**config.mk**
```make
export PLATFORM = sky130hd
export DESIGN_NAME = ps2_tx
export DESIGN_NICKNAME = d
export VERILOG_FILES = /design/src/rtl/ps2_pkg.sv /design/src/rtl/ps2_clk_filter.sv /design/src/rtl/ps2_tx.sv
export SDC_FILE = /design/constraint.sdc
export NUM_CORES = 1
export LEC_CHECK = 0
export CORE_MARGIN = 2
export CORE_UTILIZATION = 44
export CTS_CLUSTER_DIAMETER = 50
export DETAILED_ROUTE_END_ITERATION = 10
export PLACE_DENSITY_LB_ADDON = 0.08
export SYNTH_ARGS = -nofsm -noshare
export SYNTH_HDL_FRONTEND = slang
export SYNTH_SLANG_ARGS = --single-unit
```
**constraint.sdc**
```tcl
create_clock -name clk -period 4.11 [get_ports clk]
set_input_delay 1.233 -clock clk [delete_from_list [all_inputs] [get_ports clk]]
set_output_delay 1.233 -clock clk [all_outputs]
set_load 0.05 [all_outputs]
```
**src/rtl/ps2_pkg.sv**
```systemverilog
// ps2_pkg: shared PS/2 transmitter state encoding, keyboard command bytes and parity helper.
package ps2_pkg;

    typedef enum logic [2:0] {
        ST_IDLE,
        ST_RTS,
        ST_REQ,
        ST_DATA,
        ST_ACK,
        ST_WAIT_IDLE
    } state_t;

    localparam logic [7:0] CMD_SET_LEDS = 8'hED;
    localparam logic [7:0] CMD_RESET    = 8'hFF;
    localparam logic [7:0] RSP_ACK      = 8'hFA;
    localparam logic [7:0] RSP_RESEND   = 8'hFE;

    function automatic logic odd_parity(input logic [7:0] d);
        return ~^d;
    endfunction

endpackage

```
**src/rtl/ps2_clk_filter.sv**
```systemverilog
// ps2_clk_filter: 8-sample glitch filter on the PS/2 clock with a falling-edge strobe.
module ps2_clk_filter (
    input  logic clk,
    input  logic reset,
    input  logic ps2c,
    output logic f_val,
    output logic neg_edge
);

    logic [7:0] fil, fil_next;
    logic       f_next;

    // Reset to the idle-high bus level so reset release never fakes a falling edge.
    always_ff @(posedge clk or posedge reset)
        if (reset) begin
            fil   <= '1;
            f_val <= 1'b1;
        end else begin
            fil   <= fil_next;
            f_val <= f_next;
        end

    always_comb begin
        fil_next = {ps2c, fil[7:1]};
        f_next   = &fil_next ? 1'b1 : ~|fil_next ? 1'b0 : f_val;
    end

    assign neg_edge = f_val & ~f_next;

endmodule

```
**src/rtl/ps2_tx.sv**
```systemverilog
// ps2_tx: PS/2 host-to-device byte transmitter (request-to-send, odd-parity framing, ack check).
// Define PS2_TX_TIMEOUT_EN to add a watchdog on the gap between device clock edges.
module ps2_tx
    import ps2_pkg::*;
#(
`ifdef PS2_TX_TIMEOUT_EN
    parameter int TIMEOUT_MS  = 15,
`endif
    parameter int CLK_FREQ_HZ = 50_000_000,
    parameter int INHIBIT_US  = 100
) (
    input  logic       clk,
    input  logic       reset,
    input  logic       tx_start,
    input  logic [7:0] tx_data,
    input  logic       ps2c_in,
    input  logic       ps2d_in,
    output logic       ps2c_oe,
    output logic       ps2d_oe,
    output logic       tx_busy,
    output logic       tx_done_tick,
    output logic       tx_err_tick
);

    localparam int INHIBIT_CYC = CLK_FREQ_HZ / 1_000_000 * INHIBIT_US;
    localparam int RW          = $clog2(INHIBIT_CYC + 1);

    state_t        state, state_next;
    logic [9:0]    sh;
    logic [3:0]    n;
    logic [RW-1:0] rts_cnt;
    logic [1:0]    d_sync;
    logic          f_val, neg_edge, timeout;

    ps2_clk_filter u_filter (
        .clk      (clk),
        .reset    (reset),
        .ps2c     (ps2c_in),
        .f_val    (f_val),
        .neg_edge (neg_edge)
    );

`ifdef PS2_TX_TIMEOUT_EN
    localparam int TIMEOUT_CYC = CLK_FREQ_HZ / 1000 * TIMEOUT_MS;
    localparam int WW          = $clog2(TIMEOUT_CYC + 1);

    logic [WW-1:0] wdt;
    logic          watched;

    assign watched = state == ST_DATA || state == ST_ACK || state == ST_WAIT_IDLE;
    assign timeout = watched && wdt == WW'(TIMEOUT_CYC - 1);

    // ST_REQ always leads into ST_DATA, so clearing there covers ST_DATA entry.
    always_ff @(posedge clk or posedge reset)
        if (reset) wdt <= '0;
        else if (state == ST_REQ || neg_edge) wdt <= '0;
        else if (watched) wdt <= wdt + 1'b1;
`else
    assign timeout = 1'b0;
`endif

    always_ff @(posedge clk or posedge reset)
        if (reset) state <= ST_IDLE;
        else state <= state_next;

    always_comb begin
        state_next = state;
        if (timeout) state_next = ST_IDLE;
        else
            case (state)
                ST_IDLE:      state_next = tx_start ? ST_RTS : ST_IDLE;
                ST_RTS:       state_next = rts_cnt == RW'(INHIBIT_CYC - 1) ? ST_REQ : ST_RTS;
                ST_REQ:       state_next = ST_DATA;
                ST_DATA:      state_next = neg_edge && n == 4'd9 ? ST_ACK : ST_DATA;
                ST_ACK:       state_next = !neg_edge ? ST_ACK : d_sync[1] ? ST_IDLE : ST_WAIT_IDLE;
                ST_WAIT_IDLE: state_next = f_val && d_sync[1] ? ST_IDLE : ST_WAIT_IDLE;
                default:      state_next = ST_IDLE;
            endcase
    end

    // The start bit stays on the line until the first falling edge; each later edge shifts in the next bit.
    always_ff @(posedge clk or posedge reset)
        if (reset) begin
            d_sync  <= 2'b11;
            sh      <= '1;
            n       <= '0;
            rts_cnt <= '0;
        end else begin
            d_sync <= {d_sync[0], ps2d_in};
            if (state == ST_IDLE && tx_start) begin
                sh      <= {1'b1, odd_parity(tx_data), tx_data};
                n       <= '0;
                rts_cnt <= '0;
            end else begin
                if (state == ST_RTS) rts_cnt <= rts_cnt + 1'b1;
                if (state == ST_DATA && neg_edge) begin
                    n <= n + 1'b1;
                    if (n != 4'd0) sh <= {1'b1, sh[9:1]};
                end
            end
        end

    always_comb begin
        ps2c_oe      = state == ST_RTS || state == ST_REQ;
        ps2d_oe      = state == ST_REQ || (state == ST_DATA && (n == 4'd0 || !sh[0]));
        tx_done_tick = state == ST_WAIT_IDLE && f_val && d_sync[1] && !timeout;
        tx_err_tick  = timeout || (state == ST_ACK && neg_edge && d_sync[1]);
        tx_busy      = state != ST_IDLE && !tx_done_tick;
    end

endmodule

```
==> run summary <==
nets@finish -> 233
CTS max path bufs -> 2
largest cells by area after synthesis -> dfrtp_1, dfstp_2, xnor2_1
drt drc -> 0
number of global-route vias before repair -> 1469
DRT Pass-1 Iters -> 4
worst hold path class -> reg -> reg
Yosys reg bits -> 39
Worst setup EP type -> output pin
Fin Setup TNS -> 0 ns
initial antenna violation count -> 0
Final Power -> 807.8 uW
Setup-failing EPs final -> 0
layout cells sized above 1 -> 0.1705
run status -> finished clean
CTS root buffer -> clkbuf_8
Fin. Hold Viols -> 0
post-synth top area cell -> dfrtp_1
pre-CTS setup slack -> 0.09127 ns
GRT overflow -> 0
final period utilization -> 0.9533
clock latency on the worst-skew pair -> 0.30 ns
Syn Nets -> 213
Die W -> 70.99 um
startpoint types -> input port
Least-Margin Pin Slew -> 0.6057 ns
Starting Density -> 0.4566
Routed wire per std cell -> 13.68 um
Placer Congestion -> 0.7781
ys async rst share -> 1.000
prevailing post-synth register cell -> dfrtp_1
CORE AREA -> 4324 um2
CTS Sinks -> 39
Critical Path RT -> 2.88 ns
IO Count -> 18
largest net degree at the start of global routing -> 40
fmax -> 255.2 MHz
Post-synth EDFFs -> 0
yosys warns -> 0
uppermost layer routed -> met4
cts hold-fix bufs -> 0
final setup skew -> 0.009599 ns
clock-pin slew on the worst setup and hold paths -> 0.09 ns
Area Growth Syn to Fin -> 19.07%
met3 WL post-DR -> 109 um
Synth Area in XOR/XNOR -> 0.08428
All-Layer GR Usage -> 0.1632
Leakage Power -> 0.9902 nW
Crit Path Class -> in -> out
Final WS setup -> 0.1918 ns
via-per-instance ratio -> 5.528
num rows -> 24
syn avg cell area -> 10.07 um2
slew margin rel. -> 0.5950
TritonCTS buffer count -> 5
# Max-Cap Violations -> 0
Antenna diodes -> 0
DR vias -> 1487
Synth Area in Compound Gates -> 0.08112
largest family of logic cells by synthesized area -> simple AND/OR/NAND/NOR gates
simple-gate share of the synthesized area -> 0.2123
Seq/Total Area, Yosys -> 0.5063
wl on met1 -> 1673 um
worst path arrival time -> 2.69 ns
mux cell area share after synthesis -> 0.04563
Slew Limit Fails -> 0
Netlist cell types -> 38
Cell Pwr Density -> 343.6 nW/um2
Syn Inst Count -> 196
fin util -> 0.5437
port bufs -> 17
total wire length -> 3680 um
first-pass GRT wire length -> 6465 um
Crit Path Max Fanout -> 3
post-synth top area share -> 0.2535
synthesized area -> 1974 um2
Die ar. -> 5039 um2
H-tree depth -> 2
Iteration-0 DRC Markers -> 54
post-synthesis adder-cell area fraction -> 0.02535
Post-synth top cells -> nand2_1, dfrtp_1, dfstp_2, nor2_1, xnor2_1
DP Wirelength -> 2534 um
unrepaired setup endpoints after global routing -> no
Antenna Violating Nets Remaining -> 0
WL met2 -> 1842 um
top-count cell post-synth -> nand2_1
Worst IR Drop VDD -> 190.1 uV
TritonCTS clock tree -> done
Die H -> 70.99 um
minimum clock period -> 3.918 ns
-- worst paths after layout --
check / from / endpoint / slack (ns) / cells after the start
max in group asynchronous: reset / u_filter.fil[3]$_DFF_PP1_ / 2.35 / 3
min reg2reg: d_sync[0]$_DFF_PP1_ / d_sync[1]$_DFF_PP1_ / 0.36 / 0
min: d_sync[0]$_DFF_PP1_ / d_sync[1]$_DFF_PP1_ / 0.36 / 0
min in group asynchronous: reset / rts_cnt[2]$_DFFE_PP0P_ / 1.39 / 3
max: ps2c_in / tx_err_tick / 0.19 / 5
max reg2reg: state[0]$_DFF_PP0_ / rts_cnt[9]$_DFFE_PP0P_ / 2.07 / 4
-- through the flow --
stage          cell area, um2  hold slack (ns)  cells
2_1_floorplan            1989           0.3452    196
5_1_grt                  2351           0.3660    269
3_5_place_dp             2213           0.3492    261
4_1_cts                  2345           0.3614    269
6_report                 2351           0.3616    269
3_3_place_gp             2213           0.3460    261
-- flip-flops by register name, indices dropped and copies added (netlist names) --
name,cells
d_sync,2
u_filter.fil,7
sh,9
n,4
state,3
u_filter.f_val,1
rts_cnt,13
-- kinds of logic after synthesis --
| logic type | count (synthesis) |
|---|---|
| AO/OA/AOI/OAI | 27 |
| buffers and inverters | 17 |
| AND/OR/NAND/NOR | 81 |
| multiplexers | 9 |
| XOR/XNOR | 19 |
| adder cells (fa/ha/maj) | 4 |
| flip-flops | 39 |
-- timing repair --
action	CTS	global route
endpoints found under the setup margin	0	1
gates resized for setup	0	1
buffers inserted	0	0
-- placed cells by master, fill, tap and decap left out, types with 3 or more instances in the layout --
master	synthesis	routed
inv_1	8	8
clkdlybuf4s50_1	0	16
dfrtp_1	20	20
o31ai_1	3	3
nand3_1	8	8
ha_1	4	4
nor2_1	18	18
a31oi_1	3	3
clkbuf_8	0	5
xnor2_1	13	13
o211ai_1	3	3
nand2_1	23	23
xor2_1	6	6
and3_1	3	3
a21oi_1	5	5
nor4_1	5	3
mux2i_1	9	9
nand4_1	8	8
buf_4	0	5
nor3_1	3	3
dfstp_2	19	19
o21ai_1	5	5
o21ai_0	5	5
-- worst max-delay path: stages --
cell	delay (ns)
clkdlybuf4s50_1	0.47
nor4_2	0.32
nand2_1	0.16
nor4_4	0.32
buf_12	0.18
-- cell type report --
| type | count | area [um2] |
|---|---|---|
| fillers | 383 | 1973 |
| flip-flops and latches | 39 | 999.7 |
| multi-input cells | 140 | 907.1 |
| repair buffers | 22 | 217.7 |
| clock buffers | 6 | 93.84 |
| well taps | 52 | 65.06 |
| clock inverters | 2 | 37.54 |
| inverters | 8 | 30.03 |
-- metal layers --
metal | vias up | track usage
met3 | 5 | 0.04274
met4 | 0 | 0.06289
met1 | 732 | 0.1923
li1 | 725 | -
met5 | - | 0
met2 | 25 | 0.2845
-- power breakdown --
| group | switching, mW | total (mW) | internal (mW) |
|---|---|---|---|
| combinational | 0.0214 | 0.0436 | 0.0221 |
| clock | 0.146 | 0.363 | 0.218 |
| sequential | 0.00588 | 0.401 | 0.395 |
Power figures use the tool's default switching activity.
